===== src/rtl/drum_pkg.sv =====
// drum_pkg: shared FSM state type and default profile constants for init_profile_gen
package drum_pkg;
  typedef enum logic [1:0] {IDLE, RUN, DONE} state_t;
  localparam int DEF_DATA_W = 18;
  localparam logic [DEF_DATA_W-1:0] DEF_PEAK = 18'h08000;
endpackage


===== src/rtl/tri_accum.sv =====
// tri_accum: quotient/remainder accumulator tracking floor(PEAK*k/M) as k steps up or down by one
module tri_accum #(
  parameter int DATA_W = 18,
  parameter int RW = 6,
  parameter int Q = 0,
  parameter int R = 0,
  parameter int M = 1
) (
  input  logic              clk,
  input  logic              reset_n,
  input  logic              clr,
  input  logic              asc,
  input  logic              desc,
  output logic [DATA_W-1:0] q
);
  localparam logic [DATA_W-1:0] QV = DATA_W'(Q);
  localparam logic [DATA_W-1:0] QV1 = DATA_W'(Q + 1);
  localparam logic [RW-1:0] RV = RW'(R);
  localparam logic [RW-1:0] MV = RW'(M);
  logic [RW-1:0] r, r_up;
  logic wrap_up, wrap_dn;
  always_comb begin
    r_up = r + RV;
    wrap_up = r_up >= MV;
    wrap_dn = r < RV;
  end
  always_ff @(posedge clk or negedge reset_n)
    if (!reset_n) begin
      q <= '0;
      r <= '0;
    end else if (clr) begin
      q <= '0;
      r <= '0;
    end else if (asc) begin
      q <= q + (wrap_up ? QV1 : QV);
      r <= wrap_up ? r_up - MV : r_up;
    end else if (desc) begin
      q <= q - (wrap_dn ? QV1 : QV);
      r <= wrap_dn ? r + MV - RV : r - RV;
    end
endmodule


===== src/rtl/init_profile_gen.sv =====
// init_profile_gen: streams a triangular profile of N_NODES values; INIT_GEN_SCALE_EN adds a latched output scale
module init_profile_gen
  import drum_pkg::*;
#(
  parameter int N_NODES = 30,
  parameter int DATA_W = DEF_DATA_W,
  parameter logic [DATA_W-1:0] PEAK = DEF_PEAK,
  localparam int ADDR_W = $clog2(N_NODES)
) (
  input  logic              clk,
  input  logic              reset_n,
`ifdef INIT_GEN_SCALE_EN
  input  logic [DATA_W-1:0] scale,
`endif
  input  logic              start,
  input  logic              abort,
  output logic              busy,
  output logic              done,
  output logic              out_valid,
  input  logic              out_ready,
  output logic [ADDR_W-1:0] out_addr,
  output logic [DATA_W-1:0] out_data
);
  localparam int M = (N_NODES - 1) / 2;
  localparam logic [ADDR_W-1:0] LAST = ADDR_W'(N_NODES - 1);
  localparam logic [ADDR_W+1:0] N_UP = (ADDR_W + 2)'(N_NODES - 3);
  localparam logic [ADDR_W+1:0] N_HOLD = (ADDR_W + 2)'(N_NODES - 2);
  state_t state;
  logic accept, fire, last, clr, asc, desc;
  logic [ADDR_W+1:0] a2;
  logic [DATA_W-1:0] raw;
  // k(i+1) vs k(i): rises while 2i+3 <= N, flat at the even-N apex, falls after
  always_comb begin
    accept = state == IDLE && start;
    fire = state == RUN && out_valid && out_ready && !abort;
    last = out_addr == LAST;
    a2 = {1'b0, out_addr, 1'b0};
    clr = accept || (state == RUN && abort) || (fire && last);
    asc = fire && !last && a2 <= N_UP;
    desc = fire && !last && a2 > N_UP && a2 != N_HOLD;
  end
  tri_accum #(
    .DATA_W(DATA_W),
    .RW(ADDR_W + 1),
    .Q(int'(PEAK) / M),
    .R(int'(PEAK) % M),
    .M(M)
  ) u_accum (
    .clk(clk),
    .reset_n(reset_n),
    .clr(clr),
    .asc(asc),
    .desc(desc),
    .q(raw)
  );
  always_ff @(posedge clk or negedge reset_n)
    if (!reset_n) begin
      state <= IDLE;
      busy <= 1'b0;
      done <= 1'b0;
      out_valid <= 1'b0;
      out_addr <= '0;
    end else begin
      done <= 1'b0;
      case (state)
        IDLE: if (start) begin
          state <= RUN;
          busy <= 1'b1;
          out_valid <= 1'b1;
          out_addr <= '0;
        end
        RUN: if (abort || (fire && last)) begin
          state <= abort ? IDLE : DONE;
          done <= !abort;
          busy <= 1'b0;
          out_valid <= 1'b0;
          out_addr <= '0;
        end else if (fire) out_addr <= out_addr + 1'b1;
        default: state <= IDLE;
      endcase
    end
`ifdef INIT_GEN_SCALE_EN
  logic [DATA_W-1:0] scale_l;
  logic [2*DATA_W-1:0] prod;
  always_ff @(posedge clk or negedge reset_n)
    if (!reset_n) scale_l <= '0;
    else if (accept) scale_l <= scale;
  always_comb begin
    prod = {{DATA_W{1'b0}}, raw} * {{DATA_W{1'b0}}, scale_l};
    out_data = prod[2*DATA_W-1] ? '1 : prod[2*DATA_W-2:DATA_W-1];
  end
`else
  assign out_data = raw;
`endif
endmodule


===== config.mk =====
export PLATFORM = sky130hd
export DESIGN_NAME = init_profile_gen
export DESIGN_NICKNAME = d
export VERILOG_FILES = /design/src/rtl/drum_pkg.sv /design/src/rtl/tri_accum.sv /design/src/rtl/init_profile_gen.sv
export SDC_FILE = /design/constraint.sdc
export NUM_CORES = 1
export LEC_CHECK = 0
export BUFFER_PORTS_ARGS = -buffer_cell sky130_fd_sc_hd__buf_2
export CAP_MARGIN = 20
export CORE_UTILIZATION = 58
export CTS_CLUSTER_SIZE = 8
export DETAILED_ROUTE_END_ITERATION = 16
export GPL_TIMING_DRIVEN = 0
export PLACE_DENSITY = 0.8
export SYNTH_ARGS = -nofsm -noshare
export SYNTH_HDL_FRONTEND = slang
export SYNTH_SLANG_ARGS = --single-unit

===== constraint.sdc =====
create_clock -name clk -period 5.34 [get_ports clk]
set_input_delay 0.267 -clock clk [delete_from_list [all_inputs] [get_ports clk]]
set_output_delay 0.267 -clock clk [all_outputs]
set_load 0.02 [all_outputs]

# --- Word-level counts from Yosys, hierarchy flattened ---
# Cells that the tools add are included.
word_totals:
  in_bits: 5
  ff_bits: 33
  output_inout_bits: 26
op_classes:
  n_reduce_logical: 21
  eq_ne: 6
  mux: 23
  order_cmp: 4
  addsub: 8
op_table:
  columns: ["cell", "count"]
  rows:
  - ["$mux W18", 3]
  - ["$mux W6", 5]
  - ["$add A18 B18 Y18", 1]
  - ["$sub A18 B18 Y18", 1]
  - ["$sub A6 B4 Y6 const B", 3]
  - ["$mux W5", 3]
  - ["$add A6 B4 Y6 const B", 2]
  - ["$logic_and A1 B1 Y1", 10]
  - ["$pmux W5 S2", 1]
  - ["$ge A6 B4 Y1 const B", 1]
  - ["$gt A6 B5 Y1 const B", 1]
  - ["$le A6 B5 Y1 const B", 1]
  - ["$lt A6 B4 Y1 const B", 1]
  - ["$mux W1", 6]
  - ["$mux W2", 3]
  - ["$reduce_and A3 Y1", 2]
  - ["$add A5 B1 Y5 const B", 1]
  - ["$eq A5 B5 Y1 const B", 1]
  - ["$ne A5 B4 Y1 const B", 1]
  - ["$pmux W2 S2", 1]
  - ["$logic_or A1 B1 Y1", 3]
  - ["$ne A3 B2 Y1 const B", 1]
  - ["$reduce_bool A3 Y1", 1]
  - ["$eq A2 B1 Y1 const B", 1]
  - ["7 further kinds", 8]

# --- Longest topological paths before layout ---
# Gate-level depths: netlist of run 1.
depth:
  ltp_word: 10
  ltp_mapped: 18
  depth_no_buf: 16

# --- By module ---
# Synthesis of run 1 repeated with hierarchy kept, for this count alone.
unflattened:
  cells_unflattened: 313
  hier_area_um2: 2665.1
modules_own_cells:
  columns: ["mod", "area_each_um2", "n_inst", "cells_per_inst"]
  rows:
  - ["tri_accum", 2142.1, 1, 260]
  - ["init_profile_gen", 523.0, 1, 53]

# --- Least setup slack after synthesis of run 1 ---
# OpenSTA, ideal clock, no wires.
synth_timing:
  kind: "register to register"
  startpoint: "register out_valid"
  endpoint: "register u_accum.q[16]"
  setup_slack_ps: 1405
  t_required_ps: 5257
  arrival_time_ps: 3852
  stages_incl_launch_ff: 19
  path_cell_list: "dfrtp_1 and4b_1 and3_1 buf_6 buf_6 or4_1 inv_1 or2_1 ha_1 inv_1 fa_1 nand2b_1 a21oi_1 o2111ai_1 a211o_1 o2111ai_1 o311ai_0 xor2_1 o21ai_0"
synth_via:
  elab_chain_len: 7
synth_rtl:
  columns: ["element", "line_no", "text"]
  rows:
  - ["start: declaration", "init_profile_gen.sv:19", "output logic out_valid,"]
  - ["start signal: assignment", "init_profile_gen.sv:61", "out_valid <= 1'b0;"]
  - ["start signal: assignment", "init_profile_gen.sv:69", "out_valid <= 1'b1;"]
  - ["start signal: assignment", "init_profile_gen.sv:76", "out_valid <= 1'b0;"]
  - ["$logic_and A1 B1 Y1 * (3 in series)", "init_profile_gen.sv:35", "fire = state == RUN && out_valid && out_ready && !abort;"]
  - ["$logic_and A1 B1 Y1", "init_profile_gen.sv:39, init_profile_gen.sv:40", null]
  - ["$logic_and A1 B1 Y1, on equally long branches", "init_profile_gen.sv:39, init_profile_gen.sv:40", null]
  - ["$mux W18 or $logic_and A1 B1 Y1 (tied branches)", "tri_accum.sv:34, init_profile_gen.sv:40", null]
  - ["$mux W18 or $reduce_bool A3 Y1 (tied branches)", null, null]
  - ["end signal: assignment", "tri_accum.sv:35", "q <= q + (wrap_up ? QV1 : QV);"]
  - ["end signal: assignment", "tri_accum.sv:38", "q <= q - (wrap_dn ? QV1 : QV);"]
  - ["end: declaration", "tri_accum.sv:14", "output logic [DATA_W-1:0] q"]
# Every way passes the cells marked *; elsewhere a longest branch is shown, timed or not.
# A chain may end at the register's enable or synchronous reset.

# --- Worst setup path in the final report of run 1 ---
layout_timing:
  startpoint: "register out_addr[1]"
  endpoint: "register u_accum.q[16]"
layout_via:
  elab_chain_len: 6
layout_rtl:
  columns: ["element", "line_no", "text"]
  rows:
  - ["start: declaration", "init_profile_gen.sv:21", "output logic [ADDR_W-1:0] out_addr,"]
  - ["start signal: assignment", "init_profile_gen.sv:78", "end else if (fire) out_addr <= out_addr + 1'b1;"]
  - ["branches (longest 6 deep; another with $le A6 B5 Y1)", null, null]
# Several ways; the timed one is not identified.

==> results of run 1 <==
==> power by group through the flow <==
stage          registers [mW]  clock network [mW]  logic [mW]
2_1_floorplan           0.331                   0       0.316
3_3_place_gp            0.303                   0       0.434
3_5_place_dp            0.304                   0       0.448
4_1_cts                 0.299               0.244       0.450
5_1_grt                 0.305               0.251       0.501
6_report                0.299               0.242       0.454
==> state kept, by name, summed over array words and instances (netlist names) <==
signal,flops
done,1
state,2
out_addr,5
u_accum.r,5
u_accum.q,18
out_valid,1
==> metal layers <==
layer | track usage | vias to the layer above
li1 | - | 1204
met4 | 0.1173 | 0
met5 | 0 | -
met1 | 0.3835 | 1162
met3 | 0.05263 | 11
met2 | 0.4782 | 78
==> cell type report <==
cell class                 instances  area, um2  share of cell area
clock buffer                       5      68.82             0.02361
multi-input combinational        244       1649              0.5657
sequential                        32      800.8              0.2747
tap                               50      62.56             0.02146
buffer                            14      71.32             0.02446
inverter                          18      70.07             0.02403
timing repair buffer              30      150.1             0.05150
clock inverter                     3      42.54             0.01459
==> cell families after synthesis <==
kind of cell               share of synthesized area
buffers and inverters                        0.05456
adders and majority gates                     0.1217
AOI/OAI and AO/OA                             0.2665
and+or+nand+nor                               0.1753
DFF                                           0.3090
muxes                                        0.01545
xor gates and xnor gates                     0.05746
==> how the worst min path moves through the flow <==
stage,start,end,depth (start not counted)
after floorplan,reset_n,done$_DFF_PN0_,0
after global placement,reset_n,u_accum.r[3]$_DFFE_PN0P_,1
after detailed placement,reset_n,u_accum.r[3]$_DFFE_PN0P_,1
after CTS,reset_n,u_accum.r[3]$_DFFE_PN0P_,1
after global routing,reset_n,u_accum.r[3]$_DFFE_PN0P_,1
final,reset_n,u_accum.r[3]$_DFFE_PN0P_,1
==> metrics by stage <==
stage	area (um2)	util
2_1_floorplan	2591	-
3_3_place_gp	2804	0.6766
3_5_place_dp	2804	0.6766
4_1_cts	2915	0.7035
5_1_grt	2915	0.7035
6_report	2915	0.7035
==> synthesized netlist by cell type (2+ instances only) <==
master	count
a211oi_1	4
a211oi_2	3
a21o_1	9
a21oi_1	21
a31oi_1	9
and3_1	3
buf_6	2
clkbuf_1	10
dfrtp_1	32
ha_1	21
inv_1	17
maj3_2	2
mux2i_1	4
nand2_1	32
nand2b_1	4
nand3_1	7
nand4_1	4
nor2_1	25
nor2b_1	2
nor3_1	7
o2111ai_1	3
o21ai_0	22
o21ai_1	2
o21ba_2	2
o21bai_1	2
o22ai_1	9
o311ai_0	2
o31ai_1	2
or3_1	2
or4_1	2
xnor2_1	6
xor2_1	11
==> flow_summary.yaml, run 1 <==
setup_path:
  end_kind: "flip-flop"
  crit_top_cell: "o2111ai_1"
  cp.arrival_ns: 4.75
  critPathLaunch: "out_addr[1]$_DFFE_PN0P_"
  critPathMaxStageDelay_ns: 0.45
  worst-r2r-setup-slack_ns: 0.81
  regToRegStartpoint: "out_addr[1]$_DFFE_PN0P_"
  r2r-end: "u_accum.q[16]$_DFFE_PN0P_"
  endpoint: "u_accum.q[16]$_DFFE_PN0P_"
  critPathBufInv: 4
  crit_path_start_kind: "flip-flop"
  cp.depth: 18
  r2r_cells: 18
  crit_path_top_delay_cell: "dfrtp_1"
  worst-path-max-fanout: 19
  critPathKind: "flip-flop to flip-flop"
  crit_chain: "a31oi_1 -> and3_1 -> buf_6 -> inv_4 -> clkbuf_1 -> nor2_1 -> or2_1 -> ha_1 -> inv_1 -> fa_1 -> nand2b_1 -> a21oi_1 -> o2111ai_1 -> a211o_1 -> o2111ai_1 -> o311ai_0 -> xor2_1 -> o21ai_0"
  cpLargestDelayFamily: "compound AO/OA/AOI/OAI gates"
  cp.required_ns: 5.56
sta:
  period_share: 0.8477
  setup_tns_ns: 0
  setup_ws_ns: 0.8131
  grt_setup_unrepaired: "no"
  post-route-min-period_ns: 4.527
  tightest_slew_ns: 0.9425
  clock.fmax_ghz: 0.2209
  timing.hold.ws_ns: 0.02857
  finalHoldViolations: 0
  report.final.slew_viol_count: 0
  finClkSkew_ns: 0.005937
  max_slew_margin: 0.3717
  setup_viol: 0
cells_and_area:
  final_nets: 372
  n_antenna_cell: 0
  num-fill-cells: 343
  final_cells: 396
  areaGrowthSynthToFinish_pct: 12.51
  drive_gt1_frac: 0.1561
  final_cell_mix: "32 x nand2_1, 32 x dfrtp_1, 30 x buf_2, 25 x nor2_1, 22 x o21ai_0"
synth:
  synth_cells: 308
  ys.flop_type: "dfrtp_1"
  yosys_warnings: 0
  ys_ff_latch: 32
  syn_nets: 335
  netlist.area_leader.share: 0.3090
  synth_top_cell_by_area: "dfrtp_1"
  ys_types: 57
  synth_area_leaders: "dfrtp_1 31%, ha_1 10%, nand2_1 4.6%"
  avgSynthCellArea_um2: 8.413
  synth_edf_count: 0
  async_flop_share: 1.000
  ys_seq_area_frac: 0.3090
  synth_area_mm2: 0.002591
clocking:
  cts.clk_slew.worst_paths_ns: 0.07
  cts_buffers: 5
  hold_buffers: 0
  cts.path.max_buffers: 2
  cts_resized: 0
  clock-sinks: 32
  cts_tree: "done"
  ctsRootBufferMaster: "clkbuf_8"
  clk_latency_ns: 0.30
  post-cts-setup-buffers: 0
  htree_num_levels: 2
routing:
  routed_via_density: 6.199
  wire_per_inst_um: 15.68
  firstDrtPassIters: 6
  wl_met3_um: 330
  routed.top_layer: "met4"
  wl_met1_um: 2778
  drt_drc_violations_left: 0
  drtIter0Drc: 192
  routed-via-count: 2455
  drt.antenna.violating_nets: 0
  dr_wl_met2_um: 2956
  wl_um: 6209
power_and_ir_drop:
  pwr-share-seq: 0.301
  vdd_drop_max_mv: 0.1963
  switchingPower_mw: 0.4065
  power_density_mw_per_mm2: 341.2
  p_comb_frac: 0.456
  power.static_leakage_nw: 1.375
  intPower_mw: 0.5882
  pwr-share-clk: 0.243
  swShare: 0.4087
  p_total_mw: 0.9946
global_route:
  grt_usage: 0.2937
  antenna_found_initial: 0
  grt_pass1_wl_um: 10170
  overflow: 0
  grt_pass1_vias: 2203
  grt_max_degree: 33
placed_design:
  io_buffers: 30
  post-place-ws_ns: 0.8866
  place_congestion: 0.8783
  place_inst: 388
  dpl.hpwl_um: 4468
floorplan:
  die_w_um: 68.84
  ioPinCount: 31
  die-height_um: 68.84
  rows: 23
  dieArea_mm2: 0.004739
  initial_core_util: 0.6253
  core_mm2: 0.004144
hold_path:
  min_path_type: "primary input to async pin"
run:
  maxCapViolCount: 0
status:
  status: "finished, final reports clean"
Power figures use the tool's default switching activity.
==> inputs of run 2 (changes only) <==
--- a/config.mk
+++ b/config.mk
@@ -7,11 +7,11 @@
 export LEC_CHECK = 0
 export BUFFER_PORTS_ARGS = -buffer_cell sky130_fd_sc_hd__buf_2
 export CAP_MARGIN = 20
-export CORE_UTILIZATION = 58
+export CORE_UTILIZATION = 53
 export CTS_CLUSTER_SIZE = 8
 export DETAILED_ROUTE_END_ITERATION = 16
 export GPL_TIMING_DRIVEN = 0
-export PLACE_DENSITY = 0.8
+export PLACE_DENSITY = 0.78
 export SYNTH_ARGS = -nofsm -noshare
 export SYNTH_HDL_FRONTEND = slang
 export SYNTH_SLANG_ARGS = --single-unit
==> constraint.sdc (replaced) <==
create_clock -name clk -period 4.01 [get_ports clk]
set_input_delay 0.2005 -clock clk [delete_from_list [all_inputs] [get_ports clk]]
set_output_delay 0.2005 -clock clk [all_outputs]
set_load 0.02 [all_outputs]
==> run 2 against run 1 <==
Compared with the run above:
- combinational power up 42%
- global-route usage down 3.2 points
- sequential power increased by 33%
- core utilization down 6.2 points
- die area up 9.1%
- critical endpoint unchanged
- largest cell class unchanged
- highest routed layer unchanged
==> flow_summary.yaml, run 2 (synthesis results as in run 1) <==
status:
  status: "finished, final reports clean"
power_and_ir_drop:
  power_density_mw_per_mm2: 445.5
  swShare: 0.4044
  p_comb_frac: 0.478
  vdd_drop_max_mv: 0.2320
  switchingPower_mw: 0.5458
  pwr-share-seq: 0.295
  power.static_leakage_nw: 1.403
  pwr-share-clk: 0.227
  intPower_mw: 0.8038
cells_and_area:
  largest_reg_flops: 18
  n_antenna_cell: 0
  regMostFlops: "u_accum.q"
  num-fill-cells: 411
  areaGrowthSynthToFinish_pct: 16.90
  final_nets: 375
  final_common_cell: "nand2_1"
  reg_top3: "u_accum.q x18, out_addr x5, u_accum.r x5"
  fin_area_mm2: 0.003029
  final_cell_mix: "32 x nand2_1, 30 x buf_2, 29 x dfrtp_1, 24 x nor2_1, 21 x o21ai_0"
  drive_gt1_frac: 0.2034
placed_design:
  place_congestion: 0.9070
  placed_area_mm2: 0.002825
  dpl.hpwl_um: 4468
  io_buffers: 30
clocking:
  cts_buffers: 5
  clock-sinks: 32
  clk_latency_ns: 0.29
  ctsRootBufferMaster: "clkbuf_8"
  htree_num_levels: 2
  cts.clk_slew.worst_paths_ns: 0.07
  cts.path.max_buffers: 2
  cts_tree: "done"
setup_path:
  critPathMaxStageDelay_ns: 0.47
  crit_path_top_delay_cell: "or4_4"
  cpLargestDelayFamily: "simple AND/OR/NAND/NOR gates"
  cp.depth: 18
  crit_path_start_kind: "flip-flop"
  critPathBufInv: 4
  r2r_cells: 18
  cp.arrival_ns: 4.05
  worst-path-max-fanout: 10
  crit_chain: "and4b_1 -> and3_1 -> buf_6 -> buf_6 -> or4_4 -> inv_4 -> or2_1 -> ha_2 -> inv_1 -> fa_2 -> nand2b_4 -> a21oi_4 -> o2111ai_2 -> a211o_1 -> o2111ai_2 -> o311ai_2 -> xor2_1 -> o21ai_1"
  cp.required_ns: 4.23
  end_kind: "flip-flop"
  critPathKind: "flip-flop to flip-flop"
floorplan:
  die-height_um: 71.92
  die_w_um: 71.92
  core_mm2: 0.004723
  dieArea_mm2: 0.005172
  ioPinCount: 31
  initial_core_util: 0.5486
  rows: 25
sta:
  tightest_slew_ns: 0.8415
  grt_setup_unrepaired: "no"
  report.final.slew_viol_count: 0
  setup_viol: 0
  max_slew_margin: 0.4369
  post-route-min-period_ns: 3.838
  setup_tns_ns: 0
  period_share: 0.9571
  finalHoldViolations: 0
  finClkSkew_ns: 0.008254
  clock.fmax_ghz: 0.2605
routing:
  drt.antenna.violating_nets: 0
  wire_per_inst_um: 15.57
  routed_via_density: 5.933
  drt_drc_violations_left: 0
  routed-via-count: 2468
  drtIter0Drc: 102
  wl_um: 6476
  firstDrtPassIters: 4
global_route:
  use_met2: 0.4507
  grt_util_met3: 0.05000
  grt_pass1_wl_um: 10490
  antenna_found_initial: 0
  grt_pass1_vias: 2201
  grt_max_degree: 33
  met1_usage: 0.3366
  busiest_layer: "met2"
  overflow: 0
  grt_usage: 0.2620
run:
  maxCapViolCount: 0
hold_path:
  min_path_type: "primary input to flip-flop"
  hold_depth: 2
==> run 2: per-stage QoR <==
stage                       util  hold WS [ns]  power [mW]  setup slack [ns]  cells
after global routing      0.6413        0.1226       1.442          0.008574    416
final                     0.6413        0.1239       1.350            0.1719    416
after global placement    0.5981        0.2999      0.9843           -0.4748    405
after CTS                 0.6323        0.1169       1.331           0.03237    415
after detailed placement  0.5981        0.3045      0.9954           -0.5117    405
after floorplan                -      -0.09509      0.8607           0.07549    308
==> run 2: metal layers <==
layer | wire length, um | part of all wire
met1 | 2926 | 0.45
met2 | 3235 | 0.50
met3 | 252 | 0.039
met4 | 61 | 0.0094
met5 | 0 | 0
==> run 2: worst paths after layout <==
path,startpoint,end,slack (ns)
max,out_valid$_DFFE_PN0P_,u_accum.q[16]$_DFFE_PN0P_,0.17
min,abort,state[1]$_DFFE_PN0P_,0.12
max reg2reg,out_valid$_DFFE_PN0P_,u_accum.q[16]$_DFFE_PN0P_,0.17
min reg2reg,u_accum.q[13]$_DFFE_PN0P_,u_accum.q[13]$_DFFE_PN0P_,0.51
max in group asynchronous,reset_n,out_addr[1]$_DFFE_PN0P_,2.97
min in group asynchronous,reset_n,u_accum.q[16]$_DFFE_PN0P_,0.51
==> run 2: power by group through the flow <==
stage / Sequential [mW] / Clock (mW) / Combinational [mW]
6_report: 0.398 / 0.307 / 0.645
5_1_grt: 0.403 / 0.327 / 0.711
4_1_cts: 0.398 / 0.314 / 0.618
3_5_place_dp: 0.405 / 0 / 0.591
3_3_place_gp: 0.403 / 0 / 0.581
2_1_floorplan: 0.440 / 0 / 0.421
==> run 2: layout make-up <==
cell class	instances	area (um2)	area share
multi-input combinational	244	1710	0.5646
buffer	13	67.56	0.02230
clock inverter	2	35.03	0.01157
clock buffer	6	72.57	0.02396
inverter	18	72.57	0.02396
timing repair buffer	34	182.7	0.06031
tap	67	83.83	0.02767
sequential	32	804.5	0.2656
==> run 2: what timing repair did <==
item | 4_1_cts | 5_1_grt
pin swaps | 1 | 2
setup endpoints to repair | 10 | 5
setup buffers | 2 | 1
endpoints found under the hold margin | 26 | 0
hold buffers | 1 | 0
resized for setup | 8 | 11
==> run 2: worst register-to-register path: cells and delay by family, from the launching register on <==
kind	cells	cell delay, ns
compound gates	6	1.06
xor+xnor	1	0.17
fa+ha+maj	2	0.53
buf+inv	4	0.41
flops	1	0.41
simple gates	5	1.15
